--- src/rtl/pwm_gen.sv ---
// Single-channel PWM generator: edge/centre counting, double-buffered clipped duty,
// cycle-by-cycle current-limit latch, output enable. Optional dead-time via PWM_DEADTIME_EN.
module pwm_gen #(
  parameter int WIDTH    = 8,
  parameter int PWM_MIN  = 3,
  parameter int PWM_MAX  = 251,
  parameter int DEADTIME = 7
) (
  input  logic             clk,
  input  logic             reset_n,
  input  logic             pwmcntce,
  input  logic             pwmldce,
  input  logic [WIDTH-1:0] wrtdata,
  input  logic             centermode,
  input  logic             invertpwm,
  input  logic             enablepwm,
  input  logic             currentlimit,
  output logic [1:0]       pwmout,
  output logic             period_start,
  output logic             climit_flag
);

  localparam logic [WIDTH-1:0] CNT_MAX  = {WIDTH{1'b1}};
  localparam logic [WIDTH-1:0] CNT_ZERO = {WIDTH{1'b0}};
  localparam logic [WIDTH-1:0] CNT_ONE  = WIDTH'(1);
  localparam logic [WIDTH-1:0] DUTY_MIN = WIDTH'(PWM_MIN);
  localparam logic [WIDTH-1:0] DUTY_MAX = WIDTH'(PWM_MAX);

  if ((PWM_MAX >= (2**WIDTH) - 1) || (PWM_MIN > PWM_MAX) || (DEADTIME < 1) || (DEADTIME > 255))
  begin : g_bad_params
    $error("pwm_gen: illegal parameter set");
  end

  function automatic logic [WIDTH-1:0] clamp_duty(input logic [WIDTH-1:0] v);
    logic [WIDTH-1:0] res;
    if (v < DUTY_MIN) begin
      res = DUTY_MIN;
    end else if (v > DUTY_MAX) begin
      res = DUTY_MAX;
    end else begin
      res = v;
    end
    return res;
  endfunction

  logic [WIDTH-1:0] r_count;
  logic             r_dir;
  logic             r_mode;
  logic [WIDTH-1:0] r_shadow;
  logic [WIDTH-1:0] r_active;
  logic             r_climit;
  logic             r_pwm_se;
  logic             r_period_start;
  logic             r_drive;

  logic [WIDTH-1:0] w_next;
  logic             w_ps_tick;
  logic [WIDTH-1:0] w_duty_src;
  logic             w_climit_next;
  logic             w_pwm_c;
  logic             w_gate;

  // Next count, period-start tick, shadow bypass and latch next-state.
  always_comb begin
    w_next        = CNT_ZERO;
    w_ps_tick     = 1'b0;
    w_duty_src    = r_shadow;
    w_climit_next = r_climit;
    if (r_mode && !r_dir) begin
      w_next = r_count - CNT_ONE;
    end else begin
      w_next = r_count + CNT_ONE;
    end
    w_ps_tick = pwmcntce && (w_next == CNT_ZERO);
    if (pwmldce) begin
      w_duty_src = wrtdata;
    end else begin
      w_duty_src = r_shadow;
    end
    // set dominates both the period-start clear and the disable clear
    if (currentlimit) begin
      w_climit_next = 1'b1;
    end else if (!enablepwm || w_ps_tick) begin
      w_climit_next = 1'b0;
    end else begin
      w_climit_next = r_climit;
    end
  end

  // Up/down counter; mode is latched only when a new period begins.
  always_ff @(posedge clk or negedge reset_n) begin
    if (!reset_n) begin
      r_count <= CNT_ZERO;
      r_dir   <= 1'b1;
      r_mode  <= 1'b0;
    end else if (pwmcntce) begin
      r_count <= w_next;
      if (w_next == CNT_ZERO) begin
        r_dir  <= 1'b1;
        r_mode <= centermode;
      end else if (r_mode && (w_next == CNT_MAX)) begin
        r_dir  <= 1'b0;
      end else begin
        r_dir  <= r_dir;
      end
    end else begin
      r_count <= r_count;
    end
  end

  // Shadow and active duty registers.
  always_ff @(posedge clk or negedge reset_n) begin
    if (!reset_n) begin
      r_shadow <= CNT_ZERO;
      r_active <= DUTY_MIN;
    end else begin
      if (pwmldce) begin
        r_shadow <= wrtdata;
      end else begin
        r_shadow <= r_shadow;
      end
      if (w_ps_tick) begin
        r_active <= clamp_duty(w_duty_src);
      end else begin
        r_active <= r_active;
      end
    end
  end

  // Compare, current-limit latch and period-start pulse.
  always_ff @(posedge clk or negedge reset_n) begin
    if (!reset_n) begin
      r_climit       <= 1'b0;
      r_pwm_se       <= 1'b0;
      r_period_start <= 1'b0;
      r_drive        <= 1'b0;
    end else begin
      r_climit       <= w_climit_next;
      r_pwm_se       <= (r_count < r_active) && !w_climit_next;
      r_period_start <= w_ps_tick;
      r_drive        <= 1'b1;
    end
  end

  assign w_pwm_c = r_pwm_se ^ invertpwm;

`ifdef PWM_DEADTIME_EN
  localparam logic [7:0] DT_LOAD = 8'(DEADTIME - 1);
  localparam logic [7:0] DT_INIT = 8'(DEADTIME);

  logic       r_pwm_c_d;
  logic [7:0] r_dt_cnt;
  logic       w_edge;

  assign w_edge = w_pwm_c ^ r_pwm_c_d;

  // Dead-time counter; the edge cycle itself is the first blanked cycle.
  always_ff @(posedge clk or negedge reset_n) begin
    if (!reset_n) begin
      r_pwm_c_d <= 1'b0;
      r_dt_cnt  <= DT_INIT;
    end else begin
      r_pwm_c_d <= w_pwm_c;
      if (w_edge) begin
        r_dt_cnt <= DT_LOAD;
      end else if (r_dt_cnt != 8'd0) begin
        r_dt_cnt <= r_dt_cnt - 8'd1;
      end else begin
        r_dt_cnt <= r_dt_cnt;
      end
    end
  end

  assign w_gate = !w_edge && (r_dt_cnt == 8'd0);
`else
  assign w_gate = 1'b1;
`endif

  assign pwmout       = (enablepwm && r_drive && w_gate) ? {~w_pwm_c, w_pwm_c} : 2'b00;
  assign period_start = r_period_start;
  assign climit_flag  = r_climit;

endmodule

--- config.mk ---
export PLATFORM = sky130hd
export DESIGN_NAME = pwm_gen
export DESIGN_NICKNAME = d
export VERILOG_FILES = /design/src/rtl/pwm_gen.sv
export SDC_FILE = /design/constraint.sdc
export NUM_CORES = 1
export LEC_CHECK = 0
export CAP_MARGIN = 40
export CORE_MARGIN = 1.5
export CORE_UTILIZATION = 60
export DETAILED_ROUTE_END_ITERATION = 7
export PLACE_DENSITY = 0.93
export SYNTH_ARGS = -nofsm -noshare
export SYNTH_HDL_FRONTEND = slang
export SYNTH_SLANG_ARGS = --single-unit
export TNS_END_PERCENT = 1
--- constraint.sdc ---
create_clock -name clk -period 4.47 [get_ports clk]
set_input_delay 0.894 -clock clk [delete_from_list [all_inputs] [get_ports clk]]
set_output_delay 0.894 -clock clk [all_outputs]
set_load 0.02 [all_outputs]
==> reports/qor.txt <==
status = finished clean
Setup TNS = 0 ns
CTS Sinks = 30
cts bufs inserted = 5
most common cell after layout, fill and taps aside = dfrtp_1
Crit Path Class = reg -> reg
vias = 1460
element type at the critical path end = register
CTS clock-pin slew for the worst setup and hold paths = 0.10 ns
largest registers = r_active: 8 flops, r_count: 8 flops, r_shadow: 8 flops
post-CTS setup buffers = 0
wire per inst = 16.1 um
final count of hold timing violations = 0
DR iter-0 viols = 63
number of max-cap violations = 0
Achievable Freq = 280 MHz
hold path depth = 1
Worst R2R Path Depth = 9
first-pass GRT wire length = 6.45 mm
Tcrit/Tclk final = 79.8%
dominant synthesized flop cell = dfrtp_1
sequential area share after synthesis = 38.2%
chip width = 60.4 um
worst skew pair latency = 0.34 ns
number of port buffers = 19
Reg-to-Reg End = r_active[2]
LEAKAGE = 0.884 nW
die height = 60.4 um
WHS Endpoint = r_active[2]
initial antenna violation count = 0
type of origin of the critical path = register
Pwr Density = 615 nW/um^2
synthesis-to-finish area growth = 9.31%
CP Data Arrival Time = 3.79 ns
register-to-register path setup slack = 0.90 ns
HP Class = reg -> reg
vias in the first global route = 1436
final setup vio count = 0
Starting Density = 63.7%
WP data required = 4.70 ns
layout net count = 227
VDD IR max = 396 uV
Yosys reg bits = 30
Least-Margin Pin Slew = 0.633 ns
final wirelength = 3.97 mm
Final Skew = 0.0142 ns
Inserted Diodes = 0
cts repair resizes = 0
Syn Inst Count = 186
FP Rows = 20
Core Region = 3100 um^2
RSZ-0062 raised after global routing = no
hold_buf cts = 0
min Tclk post-route = 3.57 ns
mean post-synth cell area = 10.6 um^2
worst-path fanout max = 13
ANT nets after route = 0
CTS tree = done
Die ar. = 3650 um^2
Rel. slew slack = 57.8%
post-synth net total = 211
Max clock buf depth = 2
Netlist Area Pre-Place = 1980 um^2
number of placed I/O pins = 20
root buf cell = clkbuf_4
Remaining Overflow, GRT = 0
largest net degree at the start of global routing = 31
detailed placement HPWL = 2.76 mm
library cells used by synthesis = 54
CTS HTree Levels = 2
FFs w/ async S/R, synth = 100%
Final Total Pwr = 1.33 mW
most frequent cells in the layout = dfrtp_1, clkdlybuf4s50_1, nand2_1, inv_1, xnor2_1
Total GRT Usage = 24.4%
reg-to-reg startpoint = r_mode
share of cells above drive strength 1 = 19.7%
drt drc = 0
hold_sp = r_active[2]
EDFF count, synth = 0
Yosys Warn Count = 0
DR vias/cell = 5.91
Final Max Slew Viols = 0
drt first pass iters = 4
global placement routability congestion = 0.860
## kinds of logic after synthesis
family | Yosys count | synth area share, %
muxes | 19 | 11.8
other | 1 | 0.190
and+or+nand+nor | 56 | 17.3
adders and majority gates | 9 | 5.70
AOI/OAI and AO/OA | 33 | 11.5
buffers and inverters | 24 | 9.18
xor gates and xnor gates | 14 | 6.21
DFF | 30 | 38.2
## critical path: stages (launching register included)
cell	delay (ns)
dfrtp_1	0.45
nor2b_2	0.51
xnor2_1	0.21
ha_1	0.38
nand3_1	0.11
nor3_1	0.37
nor4_1	0.13
a211oi_1	0.24
and4_1	0.65
mux2_2	0.40
## per-stage QoR
stage	hold slack, ns	area (um^2)	utilization [%]	instances	setup slack (ns)
final	0.523	2160	69.6	247	0.903
after global routing	0.546	2160	69.6	247	0.643
after CTS	0.525	2160	69.6	247	0.920
after detailed placement	0.502	2100	67.5	239	0.884
after global placement	0.492	2100	67.5	239	0.935
after floorplan	0.465	1980	-	186	1.57
## power breakdown
group	switching, mW	internal, mW
Sequential	0.152	0.371
Combinational	0.311	0.315
Clock	0.103	0.0755
## layout make-up
| type | instances | area [um^2] |
|---|---|---|
| inverter | 13 | 48.8 |
| fill | 248 | 943 |
| clock buffer | 6 | 51.3 |
| clock inverter | 2 | 12.5 |
| sequential | 30 | 754 |
| tap | 44 | 55.1 |
| timing repair buffer | 20 | 198 |
| multi-input combinational | 132 | 1040 |
## layer usage
| metal | GRT usage (%) | vias to the layer above | share of wire [%] |
|---|---|---|---|
| li1 | - | 691 | - |
| met1 | 29.6 | 690 | 42 |
| met2 | 40.4 | 70 | 49 |
| met3 | 7.25 | 9 | 7.8 |
| met4 | 10.5 | 0 | 1.7 |
| met5 | 0 | - | 0 |
## synth_stat cells (3+ instances only)
| cell type | n | share of area [%] |
|---|---|---|
| a21oi_1 | 7 | 1.8 |
| xnor2_1 | 12 | 5.3 |
| nor4_1 | 5 | 1.6 |
| nand2_1 | 15 | 2.8 |
| o21ai_0 | 7 | 1.8 |
| buf_6 | 4 | 2.3 |
| mux2_4 | 6 | 4.6 |
| nor3_1 | 3 | 0.76 |
| mux2i_1 | 3 | 1.5 |
| nor2_1 | 8 | 1.5 |
| nand4_1 | 3 | 0.95 |
| dfstp_2 | 3 | 4.0 |
| inv_1 | 13 | 2.5 |
| dfrtp_1 | 27 | 34 |
| ha_1 | 9 | 5.7 |
| mux2_2 | 10 | 5.7 |
| a211oi_1 | 3 | 1.1 |
| o211ai_1 | 3 | 1.1 |
## worst max path at each step
stage	start	to	cells after the start
CTS	r_mode	r_active[4]	9
global placement	pwmcntce	r_active[3]	6
detailed placement	pwmcntce	r_active[2]	6
floorplan	r_dir	r_active[5]	12
finish	r_mode	r_active[2]	9
global route	r_mode	r_active[2]	9
No activity file was read; power rests on OpenSTA's default activity.
